===== config.mk =====
export PLATFORM = sky130hd
export DESIGN_NAME = addsub_arbiter
export DESIGN_NICKNAME = d
export VERILOG_FILES = /design/src/rtl/addsub_arbiter_pkg.sv /design/src/rtl/addsub_core.sv /design/src/rtl/addsub_arbiter.sv
export SDC_FILE = /design/constraint.sdc
export NUM_CORES = 1
export LEC_CHECK = 0
export BUFFER_PORTS_ARGS = -buffer_cell sky130_fd_sc_hd__clkbuf_2
export CAP_MARGIN = 20
export CELL_PAD_IN_SITES_DETAIL_PLACEMENT = 2
export CELL_PAD_IN_SITES_GLOBAL_PLACEMENT = 2
export CORE_MARGIN = 3
export CORE_UTILIZATION = 37
export DETAILED_ROUTE_END_ITERATION = 8
export GPL_ROUTABILITY_DRIVEN = 1
export PLACE_DENSITY = 0.95
export SKIP_LAST_GASP = 1
export SYNTH_ARGS = -nofsm -noshare
export SYNTH_HDL_FRONTEND = slang
export SYNTH_HIERARCHICAL = 1
export SYNTH_SLANG_ARGS = --single-unit

===== constraint.sdc =====
create_clock -name CLK -period 7.9 [get_ports CLK]
set_input_delay 0.395 -clock CLK [delete_from_list [all_inputs] [get_ports CLK]]
set_output_delay 0.395 -clock CLK [all_outputs]
set_load 0.02 [all_outputs]

===== src/rtl/addsub_arbiter_pkg.sv =====
// Shared types and constants for the two-requester add/subtract unit.
// Optional build macro: ADDSUB_ARB_RR_EN selects round-robin arbitration.
package addsub_arbiter_pkg;

    // Controller states: IDLE accepts, EXEC computes, RESP presents the result.
    typedef enum logic [1:0] {
        IDLE = 2'd0,
        EXEC = 2'd1,
        RESP = 2'd2
    } state_t;

    // Operation encoding carried on reqN_sub.
    localparam logic OP_ADD = 1'b0;
    localparam logic OP_SUB = 1'b1;

    // Default operand/result width.
    localparam int DEFAULT_WIDTH = 32;

endpackage


===== src/rtl/addsub_core.sv =====
// Purely combinational adder/subtractor with carry and signed-overflow flags.
// Subtraction is a + ~b + 1, so carry = 1 means "no borrow".
module addsub_core
    import addsub_arbiter_pkg::*;
#(
    parameter int WIDTH = DEFAULT_WIDTH
) (
    input  logic [WIDTH-1:0] a,
    input  logic [WIDTH-1:0] b,
    input  logic             sub,
    output logic [WIDTH-1:0] sum,
    output logic             carry,
    output logic             ovf
);

    logic [WIDTH-1:0] b_eff;
    logic [WIDTH:0]   ext;

    // One WIDTH+1 bit addition covers both operations; overflow compares the
    // sign of the effective operands with the sign of the result.
    always_comb begin
        b_eff = (sub == OP_SUB) ? ~b : b;
        ext   = {1'b0, a} + {1'b0, b_eff} + {{WIDTH{1'b0}}, sub};
        sum   = ext[WIDTH-1:0];
        carry = ext[WIDTH];
        ovf   = (a[WIDTH-1] == b_eff[WIDTH-1]) && (ext[WIDTH-1] != a[WIDTH-1]);
    end

endmodule


===== src/rtl/addsub_arbiter.sv =====
// Two requesters share one add/subtract core through a 3-state controller.
// Optional build macro: ADDSUB_ARB_RR_EN -> round-robin between requesters;
// undefined -> fixed priority with requester 0 winning ties.
//
// Handshakes: a request transfers on a cycle where reqN_valid && reqN_ready;
// ready is only ever raised in IDLE, for at most one requester, and the
// requester holds its operands while valid is high and ready is low. A
// response transfers on a cycle where rsp_valid && rsp_ready; rsp_* stay
// stable while rsp_valid is high and rsp_ready is low.
module addsub_arbiter
    import addsub_arbiter_pkg::*;
#(
    parameter int WIDTH = DEFAULT_WIDTH
) (
    input  logic             CLK,
    input  logic             RST,
    input  logic             req0_valid,
    input  logic             req1_valid,
    output logic             req0_ready,
    output logic             req1_ready,
    input  logic [WIDTH-1:0] req0_a,
    input  logic [WIDTH-1:0] req0_b,
    input  logic [WIDTH-1:0] req1_a,
    input  logic [WIDTH-1:0] req1_b,
    input  logic             req0_sub,
    input  logic             req1_sub,
    output logic             rsp_valid,
    input  logic             rsp_ready,
    output logic             rsp_id,
    output logic [WIDTH-1:0] rsp_sum,
    output logic             rsp_carry,
    output logic             rsp_ovf,
    output logic             busy,
    output state_t           dbg_state
);

    state_t           state;
    logic [WIDTH-1:0] op_a;
    logic [WIDTH-1:0] op_b;
    logic             op_sub;
    logic             op_id;
    logic             grant0;
    logic             grant1;
    logic [WIDTH-1:0] core_sum;
    logic             core_carry;
    logic             core_ovf;

    assign dbg_state = state;

`ifdef ADDSUB_ARB_RR_EN
    // Requester granted most recently; resets to 1 so requester 0 wins the first tie.
    logic last_grant;

    // Remember who was served so the other side wins the next tie.
    always_ff @(posedge CLK or posedge RST) begin
        if (RST) begin
            last_grant <= 1'b1;
        end else if (grant0 || grant1) begin
            last_grant <= grant1;
        end
    end

    // Round-robin grant: a lone valid always wins, a tie goes to the side not served last.
    always_comb begin
        grant0 = 1'b0;
        grant1 = 1'b0;
        if (state == IDLE && !RST) begin
            if (req0_valid && req1_valid) begin
                grant0 = last_grant;
                grant1 = !last_grant;
            end else begin
                grant0 = req0_valid;
                grant1 = req1_valid;
            end
        end
    end
`else
    // Fixed-priority grant: requester 0 wins whenever it is valid.
    always_comb begin
        grant0 = 1'b0;
        grant1 = 1'b0;
        if (state == IDLE && !RST) begin
            grant0 = req0_valid;
            grant1 = req1_valid && !req0_valid;
        end
    end
`endif

    assign req0_ready = grant0;
    assign req1_ready = grant1;

    addsub_core #(
        .WIDTH(WIDTH)
    ) u_core (
        .a    (op_a),
        .b    (op_b),
        .sub  (op_sub),
        .sum  (core_sum),
        .carry(core_carry),
        .ovf  (core_ovf)
    );

    // Controller: latch the granted operation, register the result, hold it until taken.
    always_ff @(posedge CLK or posedge RST) begin
        if (RST) begin
            state     <= IDLE;
            op_a      <= '0;
            op_b      <= '0;
            op_sub    <= 1'b0;
            op_id     <= 1'b0;
            rsp_valid <= 1'b0;
            rsp_id    <= 1'b0;
            rsp_sum   <= '0;
            rsp_carry <= 1'b0;
            rsp_ovf   <= 1'b0;
            busy      <= 1'b0;
        end else begin
            case (state)
                IDLE: begin
                    if (grant0 || grant1) begin
                        op_a   <= grant1 ? req1_a : req0_a;
                        op_b   <= grant1 ? req1_b : req0_b;
                        op_sub <= grant1 ? req1_sub : req0_sub;
                        op_id  <= grant1;
                        busy   <= 1'b1;
                        state  <= EXEC;
                    end
                end
                EXEC: begin
                    rsp_sum   <= core_sum;
                    rsp_carry <= core_carry;
                    rsp_ovf   <= core_ovf;
                    rsp_id    <= op_id;
                    rsp_valid <= 1'b1;
                    state     <= RESP;
                end
                RESP: begin
                    if (rsp_ready) begin
                        rsp_valid <= 1'b0;
                        busy      <= 1'b0;
                        state     <= IDLE;
                    end
                end
                default: begin
                    rsp_valid <= 1'b0;
                    busy      <= 1'b0;
                    state     <= IDLE;
                end
            endcase
        end
    end

endmodule


==> results.toml, run 1 <==
[yosys]
yosys-top-cells-area = "dfrtp_1 37%, mux2_2 15%, mux2_4 6.4%"
yosysUniqueCellTypes = 57
syn_avg_cell_area_um2 = 11.48
synth_mux_area_frac = 0.2824
synth_area_um2 = 7013
yosysSeqAreaShare = 0.3747
synth_area_leader_cell = "dfrtp_1"
synth_simple_gate_area_frac = 0.06887
synth_edf_count = 0
synth_ff_type = "dfrtp_1"
synth_fa_ha_area_frac = 0.05816
synth-seq-cells = 105
synth_top_family_by_area = "multiplexers"
async_reset_ff_frac = 1.000
yosys_warnings = 6
syn_inst = 611
syn_nets = 778
synth_compound_gate_area_share = 0.1078
yosysTopAreaCellShare = 0.3747
synth_xor_area_frac = 0.07244

[worst_setup_path]
r2r_end = "rsp_sum[30]$_DFFE_PP0P_"
reg2reg_slack_ns = 4.02
required_ns = 8.14
critPathMaxFanout = 33
crit_type = "reg -> reg"
rr_worst_depth = 10
arrival_ns = 4.12
cp.buffers_inverters = 0
cp_top_family = "compound AO/OA/AOI/OAI gates"
crit_chain = "mux2i_1, fa_1, nor2b_1, o2111ai_1, a21o_1, a21oi_4, a211o_1, nand4_1, a41o_1, mux2_2"
slowest_stage = "dfrtp_2"
worstSetupEndpointType = "flip-flop"
setup.worst_path.start_class = "flip-flop"
rr_startpoint = "op_sub$_DFFE_PP0P_"
cpPeakStageDelay_ns = 1.03

[routing]
ant_nets = 0
drtIter0Drc = 253
vias = 5487
topRoutingLayerUsed = "met4"
wl_met3_um = 655
wl_per_cell_um = 22.42
wl_um = 22510
dr.pass1.iters = 4
wl_met2_um = 12430
drt-met1-wl_um = 8995
vias_per_cell = 5.465
drc_errors = 0

[placed_design]
place_ws_ns = 4.177
port_buffers = 175
dp_hpwl_um = 17130
place_inst = 987
gp_congestion = 0.8097

[timing]
drv_slew = 0
skew_ns = 0.01173
setup_viol = 0
tightest_slew_ns = 1.072
setup_slack_ns = 4.020
final-hold-violation-count = 0
max_freq_mhz = 257.7
post-route-period-util = 0.4912
grt_setup_unrepaired = "no"
slew_headroom = 0.2855
tns_ns = 0
min_period_ns = 3.880

[cells_and_area]
diodes = 0
fin_cells = 1004
layout.nets = 937
n_fill_cell = 1937
drive_gt1_frac = 0.4271
final_util = 0.4559
area_delta_synth_final_pct = 18.77

[cts]
clk_pin_slew_ns = 0.07
htreeDepth = 3
clk_path_buf_depth = 2
root_buffer = "clkbuf_16"
post_cts_buffers = 0
clock_latency_ns = 0.35
post_cts_resized = 0
tritoncts = "yes"
clock_sinks = 105
hold_buffers = 0
numCtsBuffers = 9

[outcome]
outcome = "finished clean"

[worst_hold_path]
min_path_type = "in -> async"

[die]
row_count = 49
dieArea_um2 = 20640
start_util = 0.3839
fp.dieH_um = 143.7
boundaryPins = 176
die_w_um = 143.7
design.core.area_um2 = 18270

[grt]
grt_pass1_vias = 6469
grt_max_degree = 68
grt_overflow = 0
grt_use_total = 0.2205
grt_pass1_wl_um = 35480
antenna_found_initial = 0

[job]
cap_violations = 0
[cell families (layout without fill, tap and decap cells)]
family                   after synthesis  in the layout
buffers and inverters                 41            205
AND/OR/NAND/NOR                       94             94
AO/OA/AOI/OAI                        115            115
adder cells (fa/ha/maj)               32             32
flip-flops                           105            105
multiplexers                         166            166
XOR/XNOR                              58             58
[final cells by class]
| type | instances | area, µm² | area share |
|---|---|---|---|
| well taps | 229 | 286.5 | 0.03440 |
| clock inverters | 4 | 52.55 | 0.006309 |
| multi-input cells | 465 | 4150 | 0.4983 |
| clock buffers | 12 | 256.5 | 0.03079 |
| inverters | 11 | 43.79 | 0.005258 |
| flip-flops and latches | 105 | 2629 | 0.3156 |
| repair buffers | 178 | 910.9 | 0.1094 |
[how the worst max path moves through the flow]
| stage | end | slack (ns) | start | cells past startpoint |
|---|---|---|---|---|
| floorplan | rsp_sum[30]$_DFFE_PP0P_ | 4.67 | op_sub$_DFFE_PP0P_ | 12 |
| global placement | rsp_sum[30]$_DFFE_PP0P_ | 4.41 | op_sub$_DFFE_PP0P_ | 11 |
| detailed placement | rsp_sum[30]$_DFFE_PP0P_ | 4.18 | op_sub$_DFFE_PP0P_ | 10 |
| CTS | rsp_sum[30]$_DFFE_PP0P_ | 4.00 | op_sub$_DFFE_PP0P_ | 11 |
| global route | rsp_sum[30]$_DFFE_PP0P_ | 3.80 | op_sub$_DFFE_PP0P_ | 11 |
| finish | rsp_sum[30]$_DFFE_PP0P_ | 4.02 | op_sub$_DFFE_PP0P_ | 10 |
[cell usage after synthesis, types with 2 or more instances]
master and number:
dfrtp_1 105, mux2_2 96, xor2_1 42, mux2_1 39
a21oi_1 35, ha_1 31, mux2_4 30, nand2_1 25
nor2_1 23, o21ai_0 19, a21o_1 18, xnor2_1 16
buf_2 11, buf_6 11, inv_1 11, o21a_1 7
a31oi_1 6, and3_1 5, clkbuf_1 5, nand2b_1 5
nand3_1 5, nand4_1 5, nor2b_1 5, nor3_1 5
o21ai_1 5, and2_1 3, buf_1 3, o211ai_1 3
or3_1 3, a211oi_1 2, a21oi_2 2, a41o_1 2
nor4_1 2, o2111ai_1 2, o22ai_1 2
[registers in the layout, summed over array words and instances, names as in the netlist]
| name | count |
|---|---|
| busy | 1 |
| op_b | 32 |
| op_a | 32 |
| op_id | 1 |
| op_sub | 1 |
| rsp_ovf | 1 |
| dbg_state | 2 |
| rsp_sum | 32 |
| rsp_carry | 1 |
| rsp_valid | 1 |
| rsp_id | 1 |
[placed cells by master, fill, tap and decap left out, drive strengths merged, types with 11 or more instances in the layout]
| cell | instances |
|---|---|
| clkbuf | 187 |
| mux2 | 165 |
| dfrtp | 105 |
| xor2 | 42 |
| a21oi | 38 |
| ha | 31 |
| nand2 | 25 |
| o21ai | 25 |
| nor2 | 23 |
| a21o | 18 |
| xnor2 | 16 |
| inv | 11 |
[metrics by stage]
stage	hold slack [ns]	area [µm²]
after floorplan	0.4571	7013
after global placement	0.4679	8000
after detailed placement	0.4861	8000
after CTS	0.2125	8309
after global routing	0.2596	8329
final	0.1961	8329
[routing by layer]
| layer | GRT usage | up-vias |
|---|---|---|
| li1 | - | 2530 |
| met1 | 0.2533 | 2814 |
| met2 | 0.4231 | 117 |
| met3 | 0.03361 | 26 |
| met4 | 0.05897 | 0 |
| met5 | 0 | - |
Power of run 1 is left out: the tool's default activity adds up to more than one toggle a clock period on the data nets, which glitch-free logic cannot reach.
==> run 2: changes to the inputs <==
--- a/config.mk
+++ b/config.mk
@@ -5,15 +5,16 @@
 export SDC_FILE = /design/constraint.sdc
 export NUM_CORES = 1
 export LEC_CHECK = 0
+export ABC_AREA = 1
 export BUFFER_PORTS_ARGS = -buffer_cell sky130_fd_sc_hd__clkbuf_2
 export CAP_MARGIN = 20
 export CELL_PAD_IN_SITES_DETAIL_PLACEMENT = 2
 export CELL_PAD_IN_SITES_GLOBAL_PLACEMENT = 2
 export CORE_MARGIN = 3
-export CORE_UTILIZATION = 37
+export CORE_UTILIZATION = 27
 export DETAILED_ROUTE_END_ITERATION = 8
 export GPL_ROUTABILITY_DRIVEN = 1
-export PLACE_DENSITY = 0.95
+export PLACE_DENSITY = 0.88
 export SKIP_LAST_GASP = 1
 export SYNTH_ARGS = -nofsm -noshare
 export SYNTH_HDL_FRONTEND = slang
==> constraint.sdc (replaced) <==
create_clock -name CLK -period 3.23 [get_ports CLK]
set_input_delay 0.1615 -clock CLK [delete_from_list [all_inputs] [get_ports CLK]]
set_output_delay 0.1615 -clock CLK [all_outputs]
set_load 0.02 [all_outputs]
==> run 2 against run 1 <==
Sequential share of layout area is 2.2 points lower. Non-clock buffer count is 5 higher. Synthesized cell count is 75% higher. Highest routed layer unchanged.
==> results.toml, run 2 <==
[cts]
clock_latency_ns = 0.36
root_buffer = "clkbuf_16"
post_cts_buffers = 0
post_cts_resized = 0
tritoncts = "yes"
htreeDepth = 3
clk_pin_slew_ns = 0.08
hold_buffers = 0
clock_sinks = 105
numCtsBuffers = 9
clk_path_buf_depth = 2

[power]
leakagePower_nw = 5.259
pwr_density_cell_nw_per_um2 = 1145
vdd_drop_max_mv = 0.3075

[worst_setup_path]
setup.worst_path.start_class = "flip-flop"
slowest_stage = "ha_1"
arrival_ns = 3.03
crit_type = "reg -> reg"
worstSetupEndpointType = "flip-flop"
cp.buffers_inverters = 1
required_ns = 3.47
crit_chain = "buf_4, xor2_1, ha_1, nand2_1, nand2_1, o21bai_1, a21oi_1, nor2_1, nor2_1, nand2_1, nand2_1, nand2_1, mux2_2"
crit_path_frequent_cell = "nand2_1"
critPathMaxFanout = 17
cpPeakStageDelay_ns = 0.37
cp_top_family = "simple AND/OR/NAND/NOR gates"

[die]
die_w_um = 172.6
row_count = 60
design.core.area_um2 = 27100
fp.dieH_um = 172.6
dieArea_um2 = 29780
boundaryPins = 176
start_util = 0.2764

[yosys]
yosys-top-cells-area = "dfrtp_1 35%, nand2_1 19%, inv_1 9.2%"
yosysTopAreaCellShare = 0.3508
synth-seq-cells = 105
synth_xor_area_frac = 0.06080
synth_area_leader_cell = "dfrtp_1"
synth_fa_ha_area_frac = 0.05445
syn_nets = 1238
yosys_warnings = 6
yosysUniqueCellTypes = 34
synth_top_cells_by_count = "386 x nand2_1, 183 x inv_1, 105 x dfrtp_1"
synth_mux_area_frac = 0.05111
synth_ff_type = "dfrtp_1"
syn_inst = 1071
syn_avg_cell_area_um2 = 6.994
yosysMostFrequentCell = "nand2_1"
synth_edf_count = 0
yosysSeqAreaShare = 0.3508
synth_area_um2 = 7491
async_reset_ff_frac = 1.000
synth_compound_gate_area_share = 0.04844
synth_simple_gate_area_frac = 0.3098
synth_top_family_by_area = "simple AND/OR/NAND/NOR gates"

[timing]
tns_ns = 0
tightest_slew_ns = 1.033
setup_viol = 0
hold-worst-slack_ns = 0.08484
post-route-period-util = 0.8631
skew_ns = 0.01797
drv_slew = 0
final-hold-violation-count = 0
slew_headroom = 0.3090
max_freq_mhz = 358.7
grt_setup_unrepaired = "no"
min_period_ns = 2.788

[grt]
busiest_layer = "met2"
grt_pass1_vias = 8007
grt_overflow = 0
grt_max_degree = 67
grt_pass1_wl_um = 42930
grt_use_total = 0.1768
grt_use_met3 = 0.03206
antenna_found_initial = 0
grtUsageMet2 = 0.3062
globalRouteMet1Util = 0.2313

[placed_design]
port_buffers = 175
gp_congestion = 0.8457
dp_hpwl_um = 21030

[outcome]
outcome = "finished clean"

[cells_and_area]
n_fill_cell = 3297
diodes = 0
layout.nets = 1396
drive_gt1_frac = 0.2123
seqCellArea_um2 = 2629
mostFrequentLayoutCell = "nand2_1"
reg_top3 = "op_a: 32 flops, op_b: 32 flops, rsp_sum: 32 flops"
area_delta_synth_final_pct = 19.58
multi_input_area_um2 = 3933
final_cell_mix = "385 x nand2_1, 182 x inv_1, 175 x clkbuf_2"

[routing]
wl_um = 26160
vias = 7267
drc_errors = 0
drtIter0Drc = 236
ant_nets = 0
dr.pass1.iters = 4
wl_per_cell_um = 16.29
vias_per_cell = 4.525

[job]
cap_violations = 0

[worst_hold_path]
min_path_type = "in -> reg"
==> run 2: cell types whose count changed after synthesis, sizes merged, moves of 13 or more <==
cell | before | now
mux2 | 165 | 34
a21o | 18 | 4
nand2 | 25 | 399
xnor2 | 16 | 3
nand3 | 5 | 93
nor2 | 23 | 59
inv | 11 | 186
==> run 2: kinds of logic after synthesis <==
| kind of cell | Yosys count |
|---|---|
| AND/OR/NAND/NOR | 562 |
| buffers and inverters | 222 |
| flip-flops | 105 |
| AO/OA/AOI/OAI | 64 |
| XOR/XNOR | 52 |
| multiplexers | 34 |
| adder cells (fa/ha/maj) | 32 |
==> run 2: worst register-to-register path, cell delays in order (launching register included) <==
cell and delay [ns]:
dfrtp_2 0.36, buf_4 0.30, xor2_1 0.36, ha_1 0.37, nand2_1 0.09, nand2_1 0.09
o21bai_1 0.21, a21oi_1 0.25, nor2_1 0.07, nor2_1 0.14, nand2_1 0.07, nand2_1 0.06
nand2_1 0.05, mux2_2 0.26
==> run 2: layout make-up <==
class	count	area share
repair buffers	183	0.1059
clock inverters	6	0.004610
flip-flops and latches	105	0.2935
clock buffers	10	0.02668
well taps	372	0.05196
multi-input cells	744	0.4390
inverters	186	0.07836
==> run 2: worst paths after layout <==
kind	start	endpoint	slack, ns	depth (start not counted)
worst max register to register	op_sub$_DFFE_PP0P_	rsp_sum[29]$_DFFE_PP0P_	0.44	13
max in group asynchronous	RST	op_sub$_DFFE_PP0P_	2.50	3
worst min-delay path	rsp_ready	dbg_state[1]$_DFFE_PP0P_	0.08	4
min in group asynchronous	RST	rsp_carry$_DFFE_PP0P_	0.22	3
worst max-delay path	op_sub$_DFFE_PP0P_	rsp_sum[29]$_DFFE_PP0P_	0.44	13
worst min register to register	busy$_DFFE_PP0P_	busy$_DFFE_PP0P_	0.48	2
==> run 2: power breakdown <==
part | leakage (nW) | internal (mW) | switching (mW)
sequential | 1.28 | 1.90 | 0.443
combinational | 3.84 | 2.38 | 4.47
clock | 0.136 | 0.546 | 0.522
==> run 2: per-layer routing <==
| layer | share of wire | routed length (µm) |
|---|---|---|
| met5 | 0 | 0 |
| met4 | 0.012 | 323 |
| met3 | 0.037 | 957 |
| met2 | 0.49 | 12860 |
| met1 | 0.46 | 12020 |
==> run 2: per-stage QoR <==
stage	worst slack, ns	total power [mW]	cell area, µm²	utilization	instances
after floorplan	0.4935	6.973	7495	-	1071
after global placement	0.5803	8.815	8677	0.3202	1590
after detailed placement	0.4696	9.147	8677	0.3202	1590
after CTS	0.4561	10.35	8957	0.3305	1606
after global routing	0.2536	11.22	8957	0.3305	1606
final	0.4423	10.26	8957	0.3305	1606
No activity file was read; power rests on OpenSTA's default activity.
